**config.mk**
```make
export PLATFORM = sky130hd
export DESIGN_NAME = mod_det_loader
export DESIGN_NICKNAME = d
export VERILOG_FILES = /design/src/rtl/mod_det_loader_pkg.sv /design/src/rtl/det_slot_map.sv /design/src/rtl/mod_det_loader.sv
export SDC_FILE = /design/constraint.sdc
export NUM_CORES = 1
export LEC_CHECK = 0
export BUFFER_PORTS_ARGS = -buffer_cell sky130_fd_sc_hd__buf_2
export CAP_MARGIN = 10
export CORE_MARGIN = 10
export CORE_UTILIZATION = 25
export DETAILED_ROUTE_END_ITERATION = 10
export GPL_TIMING_DRIVEN = 0
export SKIP_LAST_GASP = 1
export SYNTH_ARGS = -nofsm -noshare
export SYNTH_HDL_FRONTEND = slang
export SYNTH_HIERARCHICAL = 1
export SYNTH_SLANG_ARGS = --single-unit
```
**constraint.sdc**
```tcl
create_clock -name clk -period 6.13 [get_ports clk]
set_clock_uncertainty 0.1 [all_clocks]
set_input_delay 0.3065 -clock clk [delete_from_list [all_inputs] [get_ports clk]]
set_output_delay 0.3065 -clock clk [all_outputs]
set_load 0.005 [all_outputs]
```
**src/rtl/mod_det_loader_pkg.sv**
```systemverilog
// Shared definitions for the determinant loader: FSM states, element counts
// and the register-bank slot numbering (row-major a..i = 0..8).
package mod_det_loader_pkg;

  typedef enum logic [1:0] {
    ST_IDLE   = 2'd0,
    ST_LOAD   = 2'd1,
    ST_SETTLE = 2'd2
  } state_t;

  localparam int N3    = 9;
  localparam int N2    = 4;
  localparam int NSLOT = 9;

  // Slots that receive the four 2x2 elements (lower-right minor of the 3x3).
  localparam int SLOT_E = 4;
  localparam int SLOT_F = 5;
  localparam int SLOT_H = 7;
  localparam int SLOT_I = 8;

endpackage

```
**src/rtl/det_slot_map.sv**
```systemverilog
// Maps the running element index to a one-hot register-bank write enable.
// 3x3 mode fills a..i in order; 2x2 mode fills only e,f,h,i.
module det_slot_map
  import mod_det_loader_pkg::*;
(
  input  logic [3:0]       idx,
  input  logic             size3,
  output logic [NSLOT-1:0] we
);

  // Decode index to the slot it writes; out-of-range indices write nothing.
  always_comb begin
    we = '0;
    if (size3) begin
      for (int k = 0; k < NSLOT; k++) begin
        if (idx == 4'(k)) we[k] = 1'b1;
      end
    end else begin
      case (idx)
        4'd0:    we[SLOT_E] = 1'b1;
        4'd1:    we[SLOT_F] = 1'b1;
        4'd2:    we[SLOT_H] = 1'b1;
        4'd3:    we[SLOT_I] = 1'b1;
        default: we = '0;
      endcase
    end
  end

endmodule

```
**src/rtl/mod_det_loader.sv**
```systemverilog
// Serial feeder and result capture for a combinational 3x3 determinant unit.
// Elements stream in row-major, are held in a 3x3 bank, the det path is given
// SETTLE_CYCLES to resolve, then its output is registered and done pulses.
module mod_det_loader
  import mod_det_loader_pkg::*;
#(
  parameter int DATA_W        = 8,
  parameter int SETTLE_CYCLES = 2
) (
  input  logic                     clk,
  input  logic                     rst,
  input  logic                     start,
  input  logic                     size3,
  input  logic signed [DATA_W-1:0] elem_in,
  input  logic                     elem_valid,
  output logic                     elem_ready,
  output logic signed [DATA_W-1:0] m_a,
  output logic signed [DATA_W-1:0] m_b,
  output logic signed [DATA_W-1:0] m_c,
  output logic signed [DATA_W-1:0] m_d,
  output logic signed [DATA_W-1:0] m_e,
  output logic signed [DATA_W-1:0] m_f,
  output logic signed [DATA_W-1:0] m_g,
  output logic signed [DATA_W-1:0] m_h,
  output logic signed [DATA_W-1:0] m_i,
  input  logic signed [DATA_W-1:0] det_in,
  output logic signed [DATA_W-1:0] result,
  output logic                     busy,
  output logic                     done
);

  localparam int              CW       = $clog2(SETTLE_CYCLES + 1);
  localparam logic [CW-1:0]   CNT_INIT = CW'(SETTLE_CYCLES - 1);
  localparam logic [3:0]      LAST3    = 4'(N3 - 1);
  localparam logic [3:0]      LAST2    = 4'(N2 - 1);

  state_t                    state_q, state_d;
  logic [3:0]                idx_q;
  logic [CW-1:0]             cnt_q;
  logic                      size3_q;
  logic                      load_start, xfer, capture, last_idx;
  logic [NSLOT-1:0]          we;
  logic signed [DATA_W-1:0]  m_q [NSLOT];

  assign last_idx = (idx_q == (size3_q ? LAST3 : LAST2));

  det_slot_map u_slot_map (
    .idx   (idx_q),
    .size3 (size3_q),
    .we    (we)
  );

  // Next-state and handshake decode.
  always_comb begin
    state_d    = state_q;
    elem_ready = 1'b0;
    busy       = 1'b0;
    load_start = 1'b0;
    xfer       = 1'b0;
    capture    = 1'b0;
    case (state_q)
      ST_IDLE: begin
        if (start) begin
          load_start = 1'b1;
          state_d    = ST_LOAD;
        end
      end
      ST_LOAD: begin
        elem_ready = 1'b1;
        busy       = 1'b1;
        xfer       = elem_valid;
        if (elem_valid && last_idx) state_d = ST_SETTLE;
      end
      ST_SETTLE: begin
        busy = 1'b1;
        if (cnt_q == '0) begin
          capture = 1'b1;
          state_d = ST_IDLE;
        end
      end
      default: state_d = ST_IDLE;
    endcase
  end

  // State register.
  always_ff @(posedge clk or posedge rst) begin
    if (rst) state_q <= ST_IDLE;
    else     state_q <= state_d;
  end

  // Element index, mode latch and settle countdown.
  always_ff @(posedge clk or posedge rst) begin
    if (rst) begin
      idx_q   <= '0;
      cnt_q   <= '0;
      size3_q <= 1'b0;
    end else begin
      if (load_start) begin
        size3_q <= size3;
        idx_q   <= '0;
      end else if (xfer) begin
        idx_q <= idx_q + 4'd1;
      end
      if (xfer && last_idx)                         cnt_q <= CNT_INIT;
      else if (state_q == ST_SETTLE && cnt_q != '0) cnt_q <= cnt_q - 1'b1;
    end
  end

  // Register bank preset/fill, result capture and done pulse.
  always_ff @(posedge clk or posedge rst) begin
    if (rst) begin
      for (int k = 0; k < NSLOT; k++) m_q[k] <= '0;
      result <= '0;
      done   <= 1'b0;
    end else begin
      done <= capture;
      if (capture) result <= det_in;
      if (load_start) begin
        // 2x2 embeds as [[1,0,0],[0,e,f],[0,h,i]] so the 3x3 det is e*i-f*h.
        for (int k = 0; k < NSLOT; k++) m_q[k] <= '0;
        if (!size3) m_q[0] <= DATA_W'(1);
      end else if (xfer) begin
        for (int k = 0; k < NSLOT; k++) begin
          if (we[k]) m_q[k] <= elem_in;
        end
      end
    end
  end

  assign m_a = m_q[0];
  assign m_b = m_q[1];
  assign m_c = m_q[2];
  assign m_d = m_q[3];
  assign m_e = m_q[4];
  assign m_f = m_q[5];
  assign m_g = m_q[6];
  assign m_h = m_q[7];
  assign m_i = m_q[8];

endmodule

```
; Yosys cells after proc, flatten, opt, wreduce, memory -nomap -nowiden
; Cells that the tools add are included.
[classes]
mux = 38
n_eq_ne = 14
n_addsub = 2
n_reduce_logical = 29
[ops]
columns = cell, count
row1 = 2-to-1 mux 72 bit, 2
row2 = 2-to-1 mux 8 bit, 9
row3 = nonzero test 2 bit, 12
row4 = AND reduction 2 bit, 9
row5 = 2-to-1 mux 1 bit, 17
row6 = "equality test 4 x 3 -> 1 bit, second input constant", 4
row7 = 2-to-1 mux 4 bit, 3
row8 = 2-to-1 mux 2 bit, 5
row9 = 2-to-1 mux 9 bit, 1
row10 = "equality test 4 x 2 -> 1 bit, second input constant", 2
row11 = "inequality test 2 bit, second input constant", 3
row12 = one-hot mux 2 bit (3 select lines), 1
row13 = "adder 4 x 1 -> 4 bit, second input constant", 1
row14 = "equality test 4 x 1 -> 1 bit, second input constant", 1
row15 = equality test 4 bit, 1
row16 = "equality test 4 bit, second input constant", 1
row17 = zero test 2 bit, 2
row18 = zero test 4 bit, 1
row19 = logical AND 1 bit, 3
row20 = AND reduction 3 bit, 1
row21 = "equality test 2 x 1 -> 1 bit, second input constant", 1
row22 = "equality test 2 bit, second input constant", 1
row23 = OR reduction 2 bit, 1
row24 = "subtractor 2 x 1 -> 2 bit, second input constant", 1
[word_totals]
reg_bits = 90
in_bits = 21

; Logic depth before layout (Yosys ltp)
; Gate-level depths: netlist of run 1.
[logic_depth]
depth_word = 6
depth_mapped = 8

; Hierarchy
; The synthesis of run 1 kept the hierarchy.
[modules_own_cells]
columns = mod, area_per_inst_um2, seq_area_each_um2, n_inst, cells_each
row1 = mod_det_loader, 3854.9, 2252.2, 1, 402
row2 = det_slot_map, 126.4, 0.0, 1, 18

; Worst setup path after synthesis of run 1
; No wires, ideal clock.
[synth_timing]
path_type = register to register
from = register idx_q[0]
to = register m_q, in the netlist m_h[0]
path_buffers = 2
path_stages_with_launch = 8
setup_slack_ns = 4.277
period_less_slack_ns = 1.853
t_arrival_ns = 1.617
path_cell_list = dfrtp_1 buf_2 or3_1 a21oi_2 clkbuf_1 nand2_1 nand2_1 a21oi_1
[synth_via]
elab_chain_cells = 5
[synth_lines]
columns = element, line_no
row1 = "start, declared", mod_det_loader.sv:38  ; logic [3:0] idx_q;
row2 = "start signal, assigned", mod_det_loader.sv:102  ; idx_q <= idx_q + 4'd1;
row3 = equality test 4 x 2 -> 1 bit / equality test 4 x 3 -> 1 bit (equally long branches), "det_slot_map.sv:19, det_slot_map.sv:16"
row4 = "2-to-1 mux 1 bit, on equally long branches", "det_slot_map.sv:19, det_slot_map.sv:16"
row5 = 2-to-1 mux 9 bit *, det_slot_map.sv:14  ; if (size3) begin
row6 = via we[7], mod_det_loader.sv:42  ; logic [NSLOT-1:0] we;
row7 = nonzero test 2 bit (no line) *, n/a
row8 = AND reduction 2 bit (no line) *, n/a
row9 = "end signal, assigned by index", mod_det_loader.sv:124  ; if (we[k]) m_q[k] <= elem_in;
row10 = "end, declared", mod_det_loader.sv:43  ; logic signed [DATA_W-1:0] m_q [NSLOT];
; Mark *: on every way through the listed nets, which the timed path passes. The rest lies on a longest branch.
; A chain may end at the register's enable or synchronous reset.

; Final worst setup path of run 1
[layout_timing]
from = register idx_q[0]
to = register m_q, in the netlist m_h[4]
; The elaborated chain is that of the path after synthesis.

==> results of run 1 <==
==> placed cells by master (no fill, tap or decap), types with 2 or more instances in the layout <==
cell type,synthesis,final
buf_4,5,5
buf_2,5,100
ha_1,6,6
nand2b_1,3,3
a21oi_1,74,74
xor2_1,3,3
nand2_1,87,87
nand2_2,4,4
clkbuf_16,0,9
a211oi_1,2,2
mux2_2,9,9
buf_6,2,2
nand3_1,65,65
inv_1,8,7
xnor2_1,2,2
dfrtp_1,90,90
inv_8,0,2
nor4_1,2,2
nor3_1,2,2
nand4bb_1,4,4
and2_1,3,3
nor2_1,6,6
clkbuf_1,23,23
inv_6,0,2
==> path summary, 6_finish.rpt <==
check,cells past startpoint,from,endpoint,slack [ps]
worst max register to register,7,idx_q[0]$_DFFE_PP0P_,m_h[4]$_DFFE_PP0P_,3910
min in group asynchronous,3,rst,result[3]$_DFFE_PP0P_,530
max in group asynchronous,4,rst,m_f[6]$_DFFE_PP0P_,4760
worst min-delay path,2,size3,m_a[0]$_DFFE_PP0P_,100
worst min register to register,1,result[6]$_DFFE_PP0P_,result[6]$_DFFE_PP0P_,400
worst max-delay path,7,idx_q[0]$_DFFE_PP0P_,m_h[4]$_DFFE_PP0P_,3910
==> cell families after synthesis <==
group,Yosys count,share of synthesized area
AND/OR/NAND/NOR,183,0.2150
multiplexers,11,0.03080
flip-flops,90,0.5657
AO/OA/AOI/OAI,81,0.1072
XOR/XNOR,5,0.01100
adder cells (fa/ha/maj),6,0.01886
buffers and inverters,44,0.05154
==> stage by stage <==
stage / total power (W) / util / std cells / area (µm²)
2_1_floorplan: 0.001150 / - / 420 / 3981
3_3_place_gp: 0.001393 / 0.2997 / 731 / 4727
3_5_place_dp: 0.001402 / 0.3012 / 732 / 4750
4_1_cts: 0.001966 / 0.3205 / 749 / 5055
5_1_grt: 0.002079 / 0.3207 / 750 / 5057
6_report: 0.001938 / 0.3207 / 750 / 5057
==> metal layers <==
layer  up-vias  GRT usage
met2        80     0.1822
met1      1667     0.1512
met3         4    0.03956
met4         0    0.03403
li1       1641          -
met5         -          0
==> final cells by class <==
class                      instances  area [µm²]  share of cell area
antenna                            1       2.502           0.0004948
tap                              216       270.3             0.05344
clock inverter                     6       56.30             0.01113
buffer                            36       175.2             0.03464
timing repair buffer              97       505.5             0.09995
sequential                        90        2252              0.4453
clock buffer                      10       239.0             0.04725
inverter                           8       32.53            0.006432
multi-input combinational        286        1524              0.3013
==> what timing repair did <==
item,CTS,global route
hold buffers,1,0
endpoints found under the setup margin,0,0
endpoints found under the hold margin,5,0
==> power by group through the flow <==
stage | logic, W | registers, W | clock network (W)
finish | 0.000593 | 0.000791 | 0.000554
detailed placement | 0.000600 | 0.000802 | 0
global placement | 0.000595 | 0.000798 | 0
global route | 0.000673 | 0.000808 | 0.000599
floorplan | 0.000354 | 0.000796 | 0
CTS | 0.000603 | 0.000791 | 0.000572
==> worst max-delay path: stages (launching register included) <==
cell      delay [ps]
dfrtp_1          450
buf_2            210
or3_1            330
a21oi_2          150
clkbuf_1         350
nand2_1          290
nand2_1          150
a21oi_1           70
==> flow_metrics.env, run 1 <==
export IMPL_wl_met2_um=5887
export IMPL_p_clk_frac=0.286
export IMPL_port_buffer_count=95
export IMPL_required_ps=6240
export IMPL_syn_to_final_growth_pct=27.03
export IMPL_wl_per_cell_um=16.81
export IMPL_core_area_um2=15770
export IMPL_crit_fanout=10
export IMPL_syn_avg_cell_area_um2=9.479
export IMPL_grt_pass1_wl_um=20240
export IMPL_synth_distinct_cells=36
export IMPL_cts_tree="built"
export IMPL_peakVddDrop_mv=0.1401
export IMPL_arrival_ps=2330
export IMPL_endpoint_kind="flop"
export IMPL_die_area_um2=21370
export IMPL_swShare=0.3652
export IMPL_hold_viol=0
export IMPL_final_nets=555
export IMPL_cts_resized=0
export IMPL_fin_crit_sh=0.3623
export IMPL_p_leak_nw=2.396
export IMPL_met1_length_um=5721
export IMPL_synth_top_area_share=0.5657
export IMPL_cp_start_kind="flop"
export IMPL_dpl_worst_slack_ps=3932
export IMPL_intPower_w=0.001230
export IMPL_std_cell_rows=46
export IMPL_synth_edff_count=0
export IMPL_cts_setup_buffers=0
export IMPL_die_x_um=146.2
export IMPL_grt_max_degree=51
export IMPL_dr_wl_met3_um=880
export IMPL_fill_cells=1743
export IMPL_timing_hold_ws_ps=100.4
export IMPL_viasPerCell=4.523
export IMPL_grt_pass1_vias=3430
export IMPL_tns_ps=0
export IMPL_yosysTopAreaCell="dfrtp_1"
export IMPL_drt_wl_total_um=12600
export IMPL_max_freq_mhz=450.3
export IMPL_post_dp_hpwl_um=8844
export IMPL_synth_seq_cells=90
export IMPL_p_per_area_nw_per_um2=383.2
export IMPL_vias=3392
export IMPL_yosysWarningCount=6
export IMPL_p_comb_frac=0.306
export IMPL_netlist_top_cells_area="dfrtp_1 57%, a21oi_1 9.3%, nand2_1 8.2%, nand3_1 8.2%, mux2_2 2.5%"
export IMPL_worstSetupPathType="flop to flop"
export IMPL_grt_use_total=0.1172
export IMPL_antenna_found_initial=1
export IMPL_status="finished, final reports clean"
export IMPL_ant_nets=0
export IMPL_finalSetupViolCount=0
export IMPL_cts_max_level=3
export IMPL_gp_congestion=0.7728
export IMPL_drt_iter0_drc=216
export IMPL_async_flop_share=1.000
export IMPL_syn_area_um2=3981
export IMPL_ioPinCount=104
export IMPL_drive_gt1_frac=0.2608
export IMPL_drt_pass1_iter_count=4
export IMPL_start_util=0.2525
export IMPL_cts_buffers=9
export IMPL_die_y_um=146.2
export IMPL_cts_clk_slew_worst_paths_ps=80
export IMPL_yosysSeqAreaShare=0.5657
export IMPL_hold_class="primary input to flop"
export IMPL_max_slew_worst_pin_slew_ps=754.1
export IMPL_power_frac_seq=0.408
export IMPL_p_sw_w=0.0007077
export IMPL_rsz0062_at_grt="no"
export IMPL_clk_path_buf_depth=2
export IMPL_min_period_ps=2221
export IMPL_synth_nets=447
export IMPL_yosysMostFrequentCell="dfrtp_1"
export IMPL_drcViolationCount=0
export IMPL_ys_top_cells_by_count="90 x dfrtp_1, 87 x nand2_1, 74 x a21oi_1"
export IMPL_timing_max_cap_violations=0
export IMPL_setup_ws_ps=3909
export IMPL_maxSlewViolCount=0
export IMPL_slew_headroom=0.4973
export IMPL_synth_flop_cell="dfrtp_1"
export IMPL_cts_root_buf="clkbuf_16"
export IMPL_clk_latency_ps=330
export IMPL_syn_inst=420
export IMPL_grt_ovfl_total=0
export IMPL_dr_max_layer_used="met4"
export IMPL_cts_sinks=90
Note: power is estimated with default switching activity, not from simulation.
==> run 2, diff against run 1 <==
==> constraint.sdc (replaced) <==
create_clock -name clk -period 1.9 [get_ports clk]
set_clock_uncertainty 0.1 [all_clocks]
set_input_delay 0.095 -clock clk [delete_from_list [all_inputs] [get_ports clk]]
set_output_delay 0.095 -clock clk [all_outputs]
set_load 0.005 [all_outputs]
==> flow_metrics.env, run 2 (synthesis results as in run 1) <==
export IMPL_core_area_um2=15770
export IMPL_p_leak_nw=2.475
export IMPL_grt_pass1_wl_um=20130
export IMPL_cp_start_kind="flop"
export IMPL_p_clk_frac=0.275
export IMPL_required_ps=2020
export IMPL_clk_path_buf_depth=2
export IMPL_status="finished, final reports clean"
export IMPL_arrival_ps=1960
export IMPL_fin_crit_sh=0.9678
export IMPL_vias=3483
export IMPL_drive_gt1_frac=0.3044
export IMPL_antenna_found_initial=1
export IMPL_finalSetupViolCount=0
export IMPL_max_freq_mhz=543.8
export IMPL_grt_max_degree=40
export IMPL_viasPerCell=4.589
export IMPL_power_frac_seq=0.405
export IMPL_dr_wl_met3_um=1140
export IMPL_crit_fanout=4
export IMPL_drcViolationCount=0
export IMPL_drt_wl_total_um=12880
export IMPL_wl_met2_um=6142
export IMPL_drt_iter0_drc=281
export IMPL_cts_sinks=90
export IMPL_layout_commonest_cell="buf_2"
export IMPL_cts_tree="built"
export IMPL_post_dp_hpwl_um=9339
export IMPL_timing_hold_ws_ps=73.14
export IMPL_swShare=0.3645
export IMPL_ioPinCount=104
export IMPL_wl_per_cell_um=16.97
export IMPL_die_area_um2=21370
export IMPL_p_per_area_nw_per_um2=1206
export IMPL_cts_buffers=9
export IMPL_final_nets=564
export IMPL_gp_congestion=0.7978
export IMPL_max_slew_worst_pin_slew_ps=760.3
export IMPL_min_period_ps=1839
export IMPL_intPower_w=0.004009
export IMPL_p_comb_frac=0.319
export IMPL_hold_viol=0
export IMPL_syn_to_final_growth_pct=31.36
export IMPL_rsz0062_at_grt="yes"
export IMPL_endpoint_kind="flop"
export IMPL_port_buffer_count=95
export IMPL_hold_class="primary input to flop"
export IMPL_ant_nets=0
export IMPL_slew_headroom=0.4931
export IMPL_grt_pass1_vias=3606
export IMPL_timing_max_cap_violations=0
export IMPL_die_x_um=146.2
export IMPL_tns_ps=0
export IMPL_cts_root_buf="clkbuf_16"
export IMPL_cts_max_level=3
export IMPL_met1_length_um=5428
export IMPL_drt_pass1_iter_count=4
export IMPL_start_util=0.2525
export IMPL_final_cell_mix="99 x buf_2, 87 x dfrtp_1, 83 x nand2_1"
export IMPL_dr_max_layer_used="met4"
export IMPL_die_y_um=146.2
export IMPL_peakVddDrop_mv=0.5139
export IMPL_maxSlewViolCount=0
export IMPL_clk_latency_ps=340
export IMPL_worstSetupPathType="flop to flop"
export IMPL_std_cell_rows=46
export IMPL_grt_ovfl_total=0
export IMPL_cts_clk_slew_worst_paths_ps=60
export IMPL_p_sw_w=0.002299
export IMPL_grt_use_total=0.1180
-- run 2: cell count changes in the layout (fill, tap and decap cells not counted), moves of 3 or more --
cell           before  now
buf_4               5    8
dlygate4sd3_1       1   10
nand2_1            87   83
dfrtp_2             0    3
clkbuf_1           23    9
nand2_2             4    8
clkbuf_2            0    7
clkinvlp_4          1    4
clkbuf_4            0    5
dfrtp_1            90   87
-- run 2: through the flow --
step | power [W] | instances | setup slack [ps] | area [µm²] | utilization
floorplan | 0.003710 | 420 | 46.97 | 3985 | -
global placement | 0.004448 | 731 | -225.6 | 4731 | 0.3000
detailed placement | 0.004528 | 733 | -273.9 | 4771 | 0.3025
CTS | 0.006308 | 758 | 1.822 | 5167 | 0.3277
global route | 0.006747 | 759 | -25.84 | 5230 | 0.3316
finish | 0.006308 | 759 | 61.15 | 5230 | 0.3316
-- run 2: worst max-delay path, cell delays in order (launching register included) --
cell and delay [ps]:
dfrtp_1 420, inv_1 120, ha_1 170, nor2b_1 290, a21o_1 170, o21bai_1 130
mux2_1 330
-- run 2: cell type report --
class	instances	area [µm²]
buffer	35	209.0
antenna	1	2.502
inverter	8	33.78
sequential	90	2256
fill	1640	10540
clock buffer	9	225.2
multi-input combinational	286	1558
clock inverter	7	60.06
timing repair buffer	107	615.6
tap	216	270.3
-- run 2: path summary, 6_finish.rpt --
kind	slack, ps	from	end	cells past startpoint
worst max-delay path	60	state_q[0]$_DFFE_PP0P_	state_q[0]$_DFFE_PP0P_	6
max in group asynchronous	680	rst	m_h[6]$_DFFE_PP0P_	5
min in group asynchronous	220	rst	m_d[1]$_DFFE_PP0P_	3
worst max register to register	60	state_q[0]$_DFFE_PP0P_	state_q[0]$_DFFE_PP0P_	6
worst min-delay path	70	elem_valid	cnt_q[0]$_DFFE_PP0P_	5
worst min register to register	400	result[7]$_DFFE_PP0P_	result[7]$_DFFE_PP0P_	1
-- run 2: timing repair --
action                                  CTS  global route
hold endpoints to repair                 29             0
endpoints found under the setup margin   48            73
hold buffers                             10             0
gates resized for setup                  10            37
setup buffers                             0             0
-- run 2: metal layers --
layer | vias to the layer above | GRT usage
li1 | 1660 | -
met1 | 1721 | 0.1428
met2 | 92 | 0.1872
met3 | 10 | 0.04265
met4 | 0 | 0.04605
met5 | - | 0
-- run 2: power by group through the flow --
stage | clock network (W) | registers [W] | logic (W)
after floorplan | 0 | 0.00257 | 0.00114
after global placement | 0 | 0.00256 | 0.00189
after detailed placement | 0 | 0.00258 | 0.00195
after CTS | 0.00177 | 0.00255 | 0.00199
after global routing | 0.00187 | 0.00261 | 0.00227
final | 0.00174 | 0.00256 | 0.00202
